===== config.mk =====
export PLATFORM = sky130hd
export DESIGN_NAME = clock_monitor
export DESIGN_NICKNAME = d
export VERILOG_FILES = /design/src/rtl/clock_monitor.sv
export SDC_FILE = /design/constraint.sdc
export NUM_CORES = 1
export LEC_CHECK = 0
export BUFFER_PORTS_ARGS = -buffer_cell sky130_fd_sc_hd__buf_2
export CORE_MARGIN = 4
export CORE_UTILIZATION = 45
export CTS_BUF_LIST = sky130_fd_sc_hd__clkbuf_4 sky130_fd_sc_hd__clkbuf_8 sky130_fd_sc_hd__clkbuf_16
export DETAILED_ROUTE_END_ITERATION = 7
export HOLD_SLACK_MARGIN = 0.03
export PLACE_DENSITY = 0.75
export SETUP_SLACK_MARGIN = 0.5
export SKIP_LAST_GASP = 1
export SYNTH_ARGS = -nofsm -noshare
export SYNTH_HDL_FRONTEND = slang
export SYNTH_SLANG_ARGS = --single-unit

===== constraint.sdc =====
create_clock -name clk -period 2.3 [get_ports clk]
set_clock_uncertainty 0.1 [all_clocks]
set_input_delay 0.115 -clock clk [delete_from_list [all_inputs] [get_ports clk]]
set_output_delay 0.115 -clock clk [all_outputs]
set_load 0.02 [all_outputs]

===== src/rtl/clock_monitor.sv =====
// clock_monitor: measures high/low/period of an asynchronous square wave on clk.
// Define CLKMON_DUTY_EN to build the optional duty-cycle mismatch flag.
module clock_monitor #(
  parameter int CNT_W       = 16,
  parameter int EXP_HALF    = 20,
  parameter int TOL         = 1,
  parameter int TIMEOUT     = 80,
  parameter int SYNC_STAGES = 2
) (
  input  logic             clk,
  input  logic             rst_n,
  input  logic             en,
  input  logic             clr,
  input  logic             mon_in,
  output logic [CNT_W-1:0] high_cnt,
  output logic [CNT_W-1:0] low_cnt,
  output logic [CNT_W:0]   period_cnt,
  output logic             meas_valid,
  output logic             err_high,
  output logic             err_low,
  output logic             stuck,
  output logic             duty_err
);

  typedef enum logic [1:0] {
    IDLE,
    ALIGN,
    MEAS_HIGH,
    MEAS_LOW
  } state_t;

  localparam logic [31:0] LO_LIM =
    (EXP_HALF > TOL) ? 32'(EXP_HALF - TOL) : 32'd0;
  localparam logic [31:0] HI_LIM  = 32'(EXP_HALF + TOL);
  localparam logic [31:0] TO_LIM  = 32'(TIMEOUT);
  localparam logic [CNT_W-1:0] RUN_MAX = '1;
  localparam logic [CNT_W-1:0] RUN_ONE = CNT_W'(1);

  state_t                 state_q, state_d;
  logic [SYNC_STAGES-1:0] sync_q, sync_d;
  logic                   s;
  logic                   s_prev_q, s_prev_d;
  logic                   rise_q, rise_d;
  logic                   fall_q, fall_d;
  logic [CNT_W-1:0]       run_q, run_d;
  logic [CNT_W-1:0]       high_q, high_d;
  logic [CNT_W-1:0]       low_q, low_d;
  logic [CNT_W:0]         period_q, period_d;
  logic                   valid_q, valid_d;
  logic                   eh_q, eh_d;
  logic                   el_q, el_d;
  logic                   stuck_q, stuck_d;
  logic                   timeout;

  function automatic logic out_of_tol(input logic [CNT_W-1:0] v);
    logic [31:0] w;
    w = 32'(v);
    return (w < LO_LIM) || (w > HI_LIM);
  endfunction

  assign s = sync_q[SYNC_STAGES-1];

  // Edge pulses are registered so the run count lines up with the capture.
  always_comb begin
    sync_d   = {sync_q[SYNC_STAGES-2:0], mon_in};
    s_prev_d = s;
    rise_d   = s & ~s_prev_q;
    fall_d   = ~s & s_prev_q;
    if (rise_q || fall_q) begin
      run_d = RUN_ONE;
    end else if (run_q == RUN_MAX) begin
      run_d = run_q;
    end else begin
      run_d = run_q + RUN_ONE;
    end
    timeout = 32'(run_d) >= TO_LIM;
  end

  always_comb begin
    state_d  = state_q;
    high_d   = high_q;
    low_d    = low_q;
    period_d = period_q;
    valid_d  = 1'b0;
    eh_d     = eh_q & ~clr;
    el_d     = el_q & ~clr;
    stuck_d  = 1'b0;
    if (!en) begin
      state_d = IDLE;
    end else begin
      stuck_d = (state_q != IDLE) && timeout;
      unique case (state_q)
        IDLE: begin
          state_d = ALIGN;
        end
        ALIGN: begin
          if (rise_q) begin
            state_d = MEAS_HIGH;
          end
        end
        MEAS_HIGH: begin
          if (fall_q) begin
            high_d  = run_q;
            state_d = MEAS_LOW;
            if (out_of_tol(run_q)) begin
              eh_d = 1'b1;
            end
          end else if (timeout) begin
            state_d = ALIGN;
          end
        end
        MEAS_LOW: begin
          if (rise_q) begin
            low_d    = run_q;
            period_d = {1'b0, high_q} + {1'b0, run_q};
            valid_d  = 1'b1;
            state_d  = MEAS_HIGH;
            if (out_of_tol(run_q)) begin
              el_d = 1'b1;
            end
          end else if (timeout) begin
            state_d = ALIGN;
          end
        end
      endcase
    end
  end

  always_ff @(posedge clk) begin
    if (!rst_n) begin
      state_q  <= IDLE;
      sync_q   <= '0;
      s_prev_q <= 1'b0;
      rise_q   <= 1'b0;
      fall_q   <= 1'b0;
      run_q    <= '0;
      high_q   <= '0;
      low_q    <= '0;
      period_q <= '0;
      valid_q  <= 1'b0;
      eh_q     <= 1'b0;
      el_q     <= 1'b0;
      stuck_q  <= 1'b0;
    end else begin
      state_q  <= state_d;
      sync_q   <= sync_d;
      s_prev_q <= s_prev_d;
      rise_q   <= rise_d;
      fall_q   <= fall_d;
      run_q    <= run_d;
      high_q   <= high_d;
      low_q    <= low_d;
      period_q <= period_d;
      valid_q  <= valid_d;
      eh_q     <= eh_d;
      el_q     <= el_d;
      stuck_q  <= stuck_d;
    end
  end

`ifdef CLKMON_DUTY_EN
  localparam logic [31:0] DUTY_LIM = 32'(2 * TOL);

  logic             duty_q, duty_d;
  logic [CNT_W-1:0] duty_diff;

  // run_q holds the low time being captured on a period completion.
  always_comb begin
    duty_diff = (high_q >= run_q) ? high_q - run_q : run_q - high_q;
    duty_d    = duty_q & ~clr;
    if (valid_d && (32'(duty_diff) > DUTY_LIM)) begin
      duty_d = 1'b1;
    end
  end

  always_ff @(posedge clk) begin
    if (!rst_n) begin
      duty_q <= 1'b0;
    end else begin
      duty_q <= duty_d;
    end
  end

  assign duty_err = duty_q;
`else
  assign duty_err = 1'b0;
`endif

  assign high_cnt   = high_q;
  assign low_cnt    = low_q;
  assign period_cnt = period_q;
  assign meas_valid = valid_q;
  assign err_high   = eh_q;
  assign err_low    = el_q;
  assign stuck      = stuck_q;

endmodule


---- Word level (Yosys, flattened, before mapping) ----
Cells that the tools add are included.
storage, ports and cells
  register bits after elaboration ......... 76
  latch bits .............................. 0
  RAM bits ................................ 0
  ROM bits ................................ 0
  input port bits ......................... 5
  output and inout bits ................... 54
  memories kept ........................... 0
operators by class
  add/sub/neg operators ................... 2
  multipliers ............................. 0
  divide/modulo/power cells ............... 0
  $lt $le $gt $ge ......................... 3
  equal/unequal tests ..................... 5
  shift operators ......................... 0
  muxes and demuxes ....................... 16
  bitwise operators ....................... 7
  reduce and logical (&&, ||, !) cells .... 9
operators with widths
  kind                                                                                   count
  16-bit 2-to-1 mux                                                                      2
  16-bit by 16-bit adder with 17-bit output                                              1
  16-bit by 1-bit adder with 16-bit output (second input constant)                       1
  16-bit equality test (second input constant)                                           1
  16-bit by 7-bit greater-or-equal comparator with 1-bit output (second input constant)  1
  16-bit by 5-bit greater-than comparator with 1-bit output (second input constant)      1
  16-bit by 5-bit less-than comparator with 1-bit output (second input constant)         1
  1-bit 2-to-1 mux                                                                       9
  3-bit AND reduction                                                                    3
  2-bit 2-to-1 mux                                                                       4
  2-bit one-hot mux with 4 select lines                                                  1
  1-bit AND                                                                              4
  2-bit equality test (second input constant)                                            2
  1-bit NOT                                                                              3
  2-bit by 1-bit equality test with 1-bit output (second input constant)                 1
  2-bit zero test                                                                        1
  1-bit logical OR                                                                       2
  2-bit inequality test (second input constant)                                          1
  2-bit AND reduction                                                                    1
  2-bit nonzero test                                                                     1
  1-bit logical AND                                                                      1

---- Depth between registers and ports, before layout ----
Gate-level depths: netlist of run 1.
  word-level depth ........................ 7
  depth in mapped cells ................... 10

---- Least setup slack after synthesis of run 1 ----
Ideal clock, no wire load.
  path type ............................... flip-flop to flip-flop
  start ................................... reg high_q[0] (netlist: high_cnt[0])
  end ..................................... reg period_q[16] (netlist: period_cnt[16])
  library setup time ...................... 96 ps
  arrival time ............................ 2,310 ps
  data required time ...................... 2,104 ps
  path slack .............................. -205 ps
  cell stages (with the launch flop) ...... 11
  path buffers ............................ 0
  clock period less this slack ............ 2,505 ps
  path through ............................ dfxtp_1 > ha_1 > inv_1 > fa_1 > nor2b_1 > o31ai_2 > a211oi_1 > o31ai_1 > o21ai_1 > a2111oi_0 > nor4b_1
on the way
  longest elaborated chain between the ends .. 1
RTL lines
  element                                    line  text
  start: declaration                         46    logic [CNT_W-1:0] high_q, high_d;
  start signal: assignment                   151   high_q <= high_d;
  16-bit by 16-bit adder with 17-bit output  115   period_d = {1'b0, high_q} + {1'b0, run_q};
  end signal: assignment                     153   period_q <= period_d;
  end: declaration                           48    logic [CNT_W:0] period_q, period_d;
Every way passes these cells.
A chain may end at the register's enable or synchronous reset.

---- Worst setup path after layout of run 1 ----
  start ................................... reg high_q[0] (netlist: high_cnt[0])
  end ..................................... reg period_q[12] (netlist: period_cnt[12])
The elaborated chain is that of the path after synthesis.

==> results_dict.tcl, run 1 <==
set metrics [dict create \
    timing.critical_path.to "period_cnt[12]$_SDFFE_PN0P_" \
    synth_seq_area_share 0.386 \
    fin_tns_setup_ns -0.0756 \
    run_status "finished, violations left" \
    route.final.wire_length_um 11900 \
    synth_top_cell_area_share 0.386 \
    area_enclosed_by_the_die_boundary_um2 10300 \
    max_cap_violations 0 \
    vias 3981 \
    worstPathArrival_ns 2.51 \
    power_report.internal_total_mw 2.10 \
    dieWidth_um 102 \
    design.final.nets 615 \
    cts.sinks 76 \
    power_frac_clock 0.469 \
    wire_per_inst_um 17.0 \
    cts_tree "done" \
    avgViaCountPerCell 5.69 \
    cell_type_contributing_the_most_total_cell_area_after_synthesis "sky130_fd_sc_hd__dfxtp_1" \
    wire_length_of_the_first_global_routing_pass_um 17100 \
    slew_viol_final 0 \
    ys.warnings.count 0 \
    worstHoldPathType "primary input to flop" \
    synthTopCellsByArea "sky130_fd_sc_hd__dfxtp_1 39%, sky130_fd_sc_hd__nand2_1 8.7%, sky130_fd_sc_hd__a21boi_0 6.5%, sky130_fd_sc_hd__ha_1 6.0%, sky130_fd_sc_hd__and2_1 2.2%" \
    synth_seq_cells 76 \
    cts_buffers 9 \
    first_pass_iters 5 \
    clk_transition_reported_paths_ns 0.09 \
    placementRows 33 \
    relSlewSlack 0.539 \
    critical_path.max_fanout 3 \
    insertedDiodeCount 0 \
    timing.reg2reg.setup_slack_ns -0.05 \
    layout.filler_cells 642 \
    power.share.sequential 0.489 \
    post_synth_most_frequent_cells "91 x sky130_fd_sc_hd__nand2_1, 76 x sky130_fd_sc_hd__dfxtp_1, 34 x sky130_fd_sc_hd__a21boi_0" \
    synth_cell_type_count 62 \
    finalInstanceArea_um2 5640 \
    timing.critical_path.from "high_cnt[0]$_SDFFE_PN0P_" \
    io-pin-count 59 \
    grt_remaining_overflow 0 \
    die_height_um 102 \
    timing.critical_path.max_delay_family "compound AO/OA/AOI/OAI gates" \
    synthCells 473 \
    first_global_vias 3636 \
    design.core.area_um2 8380 \
    hold_viol_final 0 \
    synth_most_common_cell "sky130_fd_sc_hd__nand2_1" \
    area_growth_syn_to_layout_pct 43.1 \
    crit_buf_inv 3 \
    setup_viol 3 \
    peakVddDrop_mv 0.313 \
    p_per_area_nw_per_um2 481 \
    rr_endpoint "period_cnt[12]$_SDFFE_PN0P_" \
    p_comb_frac 0.042 \
    worstSetupEndpointType "flop" \
    synthesis.area_per_instance_um2 8.33 \
    fmax_mhz 425 \
    timing.critical_path.cells "ha_4 > inv_2 > fa_2 > nor2b_4 > o31ai_4 > a211oi_2 > o31ai_2 > buf_4 > buf_6 > xor2_1 > o21ai_1 > and2_1" \
    timing.final.ws_setup_ns -0.0511 \
    switching_power_uw 615 \
    fraction_of_final_layout_cells_sized_beyond_drive_strength_1 0.403 \
    worst-slew-pin-transition_ns 0.689 \
    reg2reg_from "high_cnt[0]$_SDFFE_PN0P_" \
    failed_checks "setup timing" \
    power.leakage_nw 2.39 \
    critical-path-slowest-cell "sky130_fd_sc_hd__dfxtp_4" \
    dp_slack_ns -0.0172 \
    clockBufferDepth 2 \
    layout_min_cycle_time_ns 2.35 \
    max_stage_delay_ns 0.37 \
    post-route-util 0.673 \
    detailedPlacementHpwl_um 7290 \
    drt_iter0_drc 248 \
    ctsHtreeMaxLevel 3 \
    synth_fp_nets 498 \
    initial_core_util 0.470 \
    maximum_number_of_pins_on_one_net_before_global_route_repair 33 \
    final.hold.worst_slack_ns 0.0784 \
    worstPathRequired_ns 2.46 \
    critical_path_depth 12 \
    final_min_period_over_clock_period 1.02 \
    power.switching_fraction 0.227 \
    drtAntennaViolNets 0 \
    drc 0 \
    grt_antenna_before_repair 0 \
    numPortBuffers 57 \
    grt_use_total 0.209 \
    worstSetupStartpointType "flop" \
    placedInstanceArea_um2 4610 \
    crit_type "flop to flop" \
    insertion_delay_ns 0.36 \
    grt_setup_unrepaired "yes" \
    cts.root.buffer_cell "sky130_fd_sc_hd__clkbuf_8" \
    mappedNetlistArea_um2 3940 \
    placer_congestion 0.898 \
    ys_dominant_reg_cell "sky130_fd_sc_hd__dfxtp_1" \
    synth-edff-count 0 \
    ys_async_sr_fraction 0 \
    ff2ff_path_depth 12 \
]
-- flip-flops by register name, summed over array words and instances (netlist names) --
signal / flops
period_cnt: 17
high_cnt: 16
low_cnt: 16
run_q: 16
state_q: 2
sync_q: 2
err_high: 1
err_low: 1
fall_q: 1
meas_valid: 1
rise_q: 1
s_prev_q: 1
stuck: 1
-- per-stage QoR --
step	power, mW	cells
final	2.71	700
after CTS	2.73	677
after floorplan	1.42	473
after global routing	2.79	700
after global placement	1.44	641
after detailed placement	1.44	641
-- how the worst min path moves through the flow --
stage | startpoint | cells after the start | end | slack, ns
3_3_place_gp | mon_in | 2 | sync_q[0]$_SDFF_PN0_ | 0.22
5_1_grt | rst_n | 2 | high_cnt[12]$_SDFFE_PN0P_ | 0.09
6_report | rst_n | 2 | high_cnt[12]$_SDFFE_PN0P_ | 0.08
3_5_place_dp | mon_in | 2 | sync_q[0]$_SDFF_PN0_ | 0.23
2_1_floorplan | mon_in | 1 | sync_q[0]$_SDFF_PN0_ | 0.14
4_1_cts | rst_n | 2 | high_cnt[12]$_SDFFE_PN0P_ | 0.07
-- cell usage in the layout, fill, tap and decap left out, types with 4 or more instances in the layout --
cell type                  Yosys  layout
sky130_fd_sc_hd__xor2_1       10       9
sky130_fd_sc_hd__dfxtp_4       0       8
sky130_fd_sc_hd__xnor2_1       7       7
sky130_fd_sc_hd__clkbuf_8      0       9
sky130_fd_sc_hd__nand4_1       9       9
sky130_fd_sc_hd__a211oi_2      0       4
sky130_fd_sc_hd__a21boi_0     34      34
sky130_fd_sc_hd__ha_4          0       6
sky130_fd_sc_hd__buf_4         1      59
sky130_fd_sc_hd__nor2_1       22      19
sky130_fd_sc_hd__a21oi_1      17      11
sky130_fd_sc_hd__buf_2         9      57
sky130_fd_sc_hd__o21ai_0      14       8
sky130_fd_sc_hd__dfxtp_1      76      56
sky130_fd_sc_hd__nor2b_1      11      10
sky130_fd_sc_hd__inv_1        10       8
sky130_fd_sc_hd__o21ai_1       2       7
sky130_fd_sc_hd__nor3_1       13       8
sky130_fd_sc_hd__dfxtp_2       0      12
sky130_fd_sc_hd__and3_1        9       5
sky130_fd_sc_hd__ha_1         19      11
sky130_fd_sc_hd__a31oi_1       7       4
sky130_fd_sc_hd__and2_1       14      14
sky130_fd_sc_hd__nand2_1      91      88
sky130_fd_sc_hd__buf_6         3      17
sky130_fd_sc_hd__a21oi_2       0       6
sky130_fd_sc_hd__nand3_1      15      11
-- routing by layer --
layer | share of wire | up-vias | routed length, um | GRT usage
met5 | 0 | - | 0 | 0
met4 | 0.038 | 0 | 448 | 0.0746
met3 | 0.060 | 44 | 715 | 0.0523
met2 | 0.49 | 149 | 5820 | 0.358
met1 | 0.41 | 1898 | 4930 | 0.254
li1 | - | 1890 | - | -
-- cell type report --
| class | count | area [um^2] | share of cell area |
|---|---|---|---|
| repair buffers | 137 | 965 | 0.171 |
| inverters | 10 | 37.5 | 0.00666 |
| well taps | 105 | 131 | 0.0233 |
| clock buffers | 9 | 124 | 0.0220 |
| flip-flops and latches | 76 | 1570 | 0.278 |
| clock inverters | 7 | 123 | 0.0217 |
| multi-input cells | 356 | 2690 | 0.477 |
-- what timing repair did --
| action | CTS | global route |
|---|---|---|
| hold endpoints to repair | 6 | 0 |
| pin swaps | 28 | 41 |
| buffers inserted | 17 | 23 |
| hold buffers | 3 | 0 |
| endpoints found under the setup margin | 25 | 31 |
| resized for setup | 33 | 68 |
-- cells by family (layout without fill, tap and decap cells) --
family / count (synthesis) / after routing / share of synthesized area
DFF: 76 / 76 / 0.386
adders and majority gates: 20 / 20 / 0.0654
muxes: 3 / 3 / 0.00762
other: 1 / 1 / 0.000952
and+or+nand+nor: 213 / 213 / 0.274
buffers and inverters: 41 / 163 / 0.0489
AOI/OAI and AO/OA: 102 / 102 / 0.179
xor gates and xnor gates: 17 / 17 / 0.0378
-- power by group through the flow --
stage / registers [mW] / clock network, mW / logic (mW)
finish: 1.33 / 1.27 / 0.113
global route: 1.33 / 1.34 / 0.123
CTS: 1.33 / 1.30 / 0.0967
detailed placement: 1.36 / 0 / 0.0833
global placement: 1.36 / 0 / 0.0819
floorplan: 1.36 / 0 / 0.0564
No activity file was read; power rests on OpenSTA's default activity.
==> run 2, diff against run 1 <==
--- a/config.mk
+++ b/config.mk
@@ -13,6 +13,7 @@
 export HOLD_SLACK_MARGIN = 0.03
 export PLACE_DENSITY = 0.75
 export SETUP_SLACK_MARGIN = 0.5
+export SKIP_CTS_REPAIR_TIMING = 1
 export SKIP_LAST_GASP = 1
 export SYNTH_ARGS = -nofsm -noshare
 export SYNTH_HDL_FRONTEND = slang
==> run 2 against run 1 <==
The run still ends with setup timing left. Combinational power rose by 11%. Sequential power barely moved. Largest power group unchanged. Cell count down 1.0%. Critical path depth fell by 2. Design area is 1.9% lower. Highest routed layer unchanged. Via count is 2.0% lower. Clock power is essentially flat. Register-to-register slack about the same. Sequential share of layout area is 0.54 points higher.
==> results_dict.tcl, run 2 (synthesis results as in run 1) <==
set metrics [dict create \
    grt_antenna_before_repair 0 \
    fmax_mhz 427 \
    worstHoldPathType "primary input to flop" \
    power.switching_fraction 0.226 \
    area_growth_syn_to_layout_pct 40.4 \
    drc 0 \
    timing.critical_path.max_delay_family "compound AO/OA/AOI/OAI gates" \
    grt_setup_unrepaired "yes" \
    design.core.area_um2 8380 \
    max_cap_violations 0 \
    layout_min_cycle_time_ns 2.34 \
    timing.critical_path.to "period_cnt[14]$_SDFFE_PN0P_" \
    wire_per_inst_um 16.4 \
    clockBufferDepth 2 \
    timing.critical_path.cells "ha_1 > and3_1 > a21oi_2 > inv_1 > o31ai_2 > o21ai_2 > buf_4 > buf_6 > nand4b_1 > o211ai_1" \
    slew_viol_final 0 \
    cts.root.buffer_cell "sky130_fd_sc_hd__clkbuf_8" \
    drtAntennaViolNets 0 \
    power_report.internal_total_mw 2.11 \
    maximum_number_of_pins_on_one_net_before_global_route_repair 33 \
    route.final.wire_length_um 11400 \
    worstPathArrival_ns 2.49 \
    cts.sinks 76 \
    crit_buf_inv 3 \
    setup_viol 5 \
    overall_power_after_layout_mw 2.72 \
    vias 3901 \
    worstHoldStart "clr" \
    wire_length_of_the_first_global_routing_pass_um 16100 \
    numPortBuffers 57 \
    hold_viol_final 0 \
    failed_checks "setup timing" \
    final_cell_mix "87 x sky130_fd_sc_hd__nand2_1, 58 x sky130_fd_sc_hd__dfxtp_1, 57 x sky130_fd_sc_hd__buf_2, 57 x sky130_fd_sc_hd__buf_4, 34 x sky130_fd_sc_hd__a21boi_0" \
    final_min_period_over_clock_period 1.02 \
    finalInstanceArea_um2 5530 \
    first_pass_iters 5 \
    critical_path_depth 10 \
    clk_transition_reported_paths_ns 0.08 \
    reg2reg_from "high_cnt[9]$_SDFFE_PN0P_" \
    design.final.nets 608 \
    insertion_delay_ns 0.36 \
    critical_path.max_fanout 5 \
    crit_type "flop to flop" \
    die_height_um 102 \
    cts_buffers 9 \
    insertedDiodeCount 0 \
    critical-path-slowest-cell "sky130_fd_sc_hd__ha_1" \
    peakVddDrop_mv 0.291 \
    grt_remaining_overflow 0 \
    worstPathRequired_ns 2.45 \
    timing.critical_path.from "high_cnt[9]$_SDFFE_PN0P_" \
    initial_core_util 0.470 \
    placedInstanceArea_um2 4610 \
    power_frac_clock 0.467 \
    power.share.sequential 0.487 \
    avgViaCountPerCell 5.63 \
    power.leakage_nw 2.32 \
    layout.filler_cells 662 \
    relSlewSlack 0.547 \
    grt_use_total 0.195 \
    placer_congestion 0.898 \
    rr_endpoint "period_cnt[14]$_SDFFE_PN0P_" \
    worstSetupEndpointType "flop" \
    worst-slew-pin-transition_ns 0.677 \
    largest_reg_flops 17 \
    post-route-util 0.660 \
    fraction_of_final_layout_cells_sized_beyond_drive_strength_1 0.386 \
    area_enclosed_by_the_die_boundary_um2 10300 \
    dieWidth_um 102 \
    placementRows 33 \
    p_per_area_nw_per_um2 492 \
    fin_tns_setup_ns -0.129 \
    max_stage_delay_ns 0.37 \
    mostFrequentLayoutCell "sky130_fd_sc_hd__nand2_1" \
    ctsHtreeMaxLevel 3 \
    cts_tree "done" \
    switching_power_uw 614 \
    detailedPlacementHpwl_um 7290 \
    timing.reg2reg.setup_slack_ns -0.04 \
    p_comb_frac 0.046 \
    timing.final.ws_setup_ns -0.0414 \
    ff2ff_path_depth 10 \
    worstSetupStartpointType "flop" \
    first_global_vias 3390 \
    run_status "finished, violations left" \
    io-pin-count 59 \
    drt_iter0_drc 151 \
]
-- run 2: final cells by class --
cell class	instances	area, um^2	share of cell area
Tap cell	105	131	0.0238
Timing Repair Buffer	130	907	0.164
Clock buffer	9	124	0.0224
Sequential cell	76	1570	0.283
Clock inverter	7	123	0.0222
Multi-Input combinational cell	356	2640	0.478
Inverter	10	37.5	0.00679
-- run 2: metal layers --
metal  GRT usage  wire [um]  part of all wire
met5           0          0                 0
met4      0.0644        331             0.029
met3      0.0530        699             0.062
met1       0.249       4790              0.42
met2       0.320       5530              0.49
-- run 2: worst min-delay path by stage --
stage | to | slack [ns] | cells past startpoint
2_1_floorplan | sync_q[0]$_SDFF_PN0_ | 0.14 | 1
3_3_place_gp | sync_q[0]$_SDFF_PN0_ | 0.22 | 2
3_5_place_dp | sync_q[0]$_SDFF_PN0_ | 0.23 | 2
4_1_cts | sync_q[0]$_SDFF_PN0_ | -0.15 | 2
5_1_grt | err_high$_SDFF_PN0_ | 0.04 | 4
6_report | err_high$_SDFF_PN0_ | 0.003 | 4
-- run 2: worst min-delay path, cell delays in order --
cell	delay, ns
sky130_fd_sc_hd__buf_2	0.09
sky130_fd_sc_hd__nor2b_1	0.04
sky130_fd_sc_hd__a21oi_1	0.11
sky130_fd_sc_hd__nor2b_1	0.06
-- run 2: stage by stage --
step	setup WS (ns)	instances	hold slack, ns
6_report	-0.0414	693	0.00294
5_1_grt	-0.181	693	0.0369
4_1_cts	-0.0743	657	-0.154
3_5_place_dp	-0.0172	641	0.232
3_3_place_gp	0.0394	641	0.225
2_1_floorplan	0.0413	473	0.142
-- run 2: power groups by stage --
| stage | clock [mW] | sequential (mW) | combinational [mW] |
|---|---|---|---|
| 2_1_floorplan | 0 | 1.36 | 0.0564 |
| 3_3_place_gp | 0 | 1.36 | 0.0819 |
| 3_5_place_dp | 0 | 1.36 | 0.0833 |
| 4_1_cts | 1.30 | 1.33 | 0.0840 |
| 5_1_grt | 1.34 | 1.33 | 0.136 |
| 6_report | 1.27 | 1.33 | 0.125 |
==> run 3, diff against run 2 <==
--- a/config.mk
+++ b/config.mk
@@ -7,11 +7,11 @@
 export LEC_CHECK = 0
 export BUFFER_PORTS_ARGS = -buffer_cell sky130_fd_sc_hd__buf_2
 export CORE_MARGIN = 4
-export CORE_UTILIZATION = 45
+export CORE_UTILIZATION = 50
 export CTS_BUF_LIST = sky130_fd_sc_hd__clkbuf_4 sky130_fd_sc_hd__clkbuf_8 sky130_fd_sc_hd__clkbuf_16
 export DETAILED_ROUTE_END_ITERATION = 7
 export HOLD_SLACK_MARGIN = 0.03
-export PLACE_DENSITY = 0.75
+export PLACE_DENSITY = 0.81
 export SETUP_SLACK_MARGIN = 0.5
 export SKIP_CTS_REPAIR_TIMING = 1
 export SKIP_LAST_GASP = 1
==> run 3 against run 2 <==
The run still ends with setup timing left. Core utilization up 3.5 points. Wire length grew 4.9%. Largest power group unchanged. Highest routed layer unchanged. Sequential cell count unchanged. Clock power down 14%. Count of clock-buffer cells in the layout grew 2. Design area decreased by 3.5%.
==> results_dict.tcl, run 3 (synthesis results as in run 1) <==
set metrics [dict create \
    largest_reg_flops 17 \
    fmax_mhz 421 \
    design.core.area_um2 7690 \
    peakVddDrop_mv 0.290 \
    grt_use_total 0.209 \
    placed_cells 642 \
    placedInstanceArea_um2 4650 \
    drc 0 \
    setup_viol 4 \
    worstPathArrival_ns 2.54 \
    worstSetupEndpointType "flop" \
    cts.root.buffer_cell "sky130_fd_sc_hd__clkbuf_8" \
    clockBufferDepth 2 \
    die_height_um 96.8 \
    wire_length_of_the_first_global_routing_pass_um 16700 \
    area_enclosed_by_the_die_boundary_um2 9360 \
    initial_core_util 0.512 \
    max_cap_violations 0 \
    insertedDiodeCount 0 \
    worstSetupStartpointType "flop" \
    detailedPlacementHpwl_um 7310 \
    grt_remaining_overflow 0 \
    ctsHtreeMaxLevel 3 \
    slew_viol_final 0 \
    failed_checks "setup timing" \
    hold_viol_final 0 \
    overall_power_after_layout_mw 2.53 \
    grt_antenna_before_repair 0 \
    avgViaCountPerCell 5.74 \
    first_pass_iters 5 \
    critical-path-slowest-cell "sky130_fd_sc_hd__dfxtp_4" \
    fraction_of_final_layout_cells_sized_beyond_drive_strength_1 0.355 \
    final.hold.worst_slack_ns 0.158 \
    cts_tree "done" \
    crit_type "flop to flop" \
    worstHoldPathType "primary input to flop" \
    wire_per_inst_um 17.6 \
    drtAntennaViolNets 0 \
    post-route-util 0.694 \
    worst-slew-pin-transition_ns 0.533 \
    placer_congestion 0.931 \
    design.final.nets 595 \
    area_growth_syn_to_layout_pct 35.5 \
    mostFrequentLayoutCell "sky130_fd_sc_hd__nand2_1" \
    first_global_vias 3682 \
    cts_buffers 9 \
    io-pin-count 59 \
    finalInstanceArea_um2 5340 \
    final_min_period_over_clock_period 1.03 \
    drt_iter0_drc 214 \
    numPortBuffers 57 \
    cts.sinks 76 \
    power.leakage_nw 2.23 \
    maximum_number_of_pins_on_one_net_before_global_route_repair 35 \
    timing.final.ws_setup_ns -0.0766 \
    grt_setup_unrepaired "yes" \
    final_cells 677 \
    clk_transition_reported_paths_ns 0.09 \
    worstPathRequired_ns 2.46 \
    final_cell_mix "89 x sky130_fd_sc_hd__nand2_1, 59 x sky130_fd_sc_hd__dfxtp_1, 57 x sky130_fd_sc_hd__buf_2" \
    max_stage_delay_ns 0.37 \
    timing.critical_path.cells "ha_4 > inv_2 > fa_2 > nor2b_4 > o31ai_4 > a211oi_4 > o31ai_2 > o21ai_2 > a2111oi_2 > nor4b_1" \
    vias 3889 \
    route.final.wire_length_um 11900 \
    layout_min_cycle_time_ns 2.38 \
    relSlewSlack 0.644 \
    placementRows 32 \
    dieWidth_um 96.8 \
    critical_path.max_fanout 3 \
    p_per_area_nw_per_um2 474 \
    dp_slack_ns -0.0523 \
    insertion_delay_ns 0.35 \
    run_status "finished, violations left" \
    fin_tns_setup_ns -0.228 \
]
[run 3: final timing paths]
check,start,to,slack (ns),cells after the start
max,high_cnt[0]$_SDFFE_PN0P_,period_cnt[16]$_SDFFE_PN0P_,-0.08,10
max reg2reg,high_cnt[0]$_SDFFE_PN0P_,period_cnt[16]$_SDFFE_PN0P_,-0.08,10
min,rst_n,high_cnt[15]$_SDFFE_PN0P_,0.16,2
min reg2reg,s_prev_q$_SDFF_PN0_,rise_q$_SDFF_PN0_,0.32,1
[run 3: area by class of cell]
| cell class | instances | area (um^2) |
|---|---|---|
| Timing Repair Buffer | 117 | 782 |
| Fill cell | 567 | 2350 |
| Multi-Input combinational cell | 356 | 2620 |
| Clock inverter | 5 | 58.8 |
| Clock buffer | 11 | 151 |
| Sequential cell | 76 | 1560 |
| Tap cell | 102 | 128 |
| Inverter | 10 | 37.5 |
[run 3: routing by layer]
metal	up-vias	global-route usage	part of all wire
met5	-	0	0
met4	0	0.104	0.044
met3	53	0.0360	0.053
met2	177	0.342	0.48
met1	1818	0.266	0.42
li1	1841	-	-
[run 3: power breakdown]
part           switching, mW  leakage (nW)  internal (mW)  total [mW]
Sequential            0.0105         0.624           1.32        1.33
Clock                  0.527         0.102          0.563        1.09
Combinational         0.0626          1.50         0.0520       0.115
Total                  0.600          2.23           1.93        2.53
[run 3: worst max-delay path, delay by kind of cell (launching register included)]
kind	cells	cell delay, ns
buf+inv	1	0.04
fa+ha+maj	2	0.51
compound gates	5	0.81
simple gates	2	0.45
flops	1	0.37
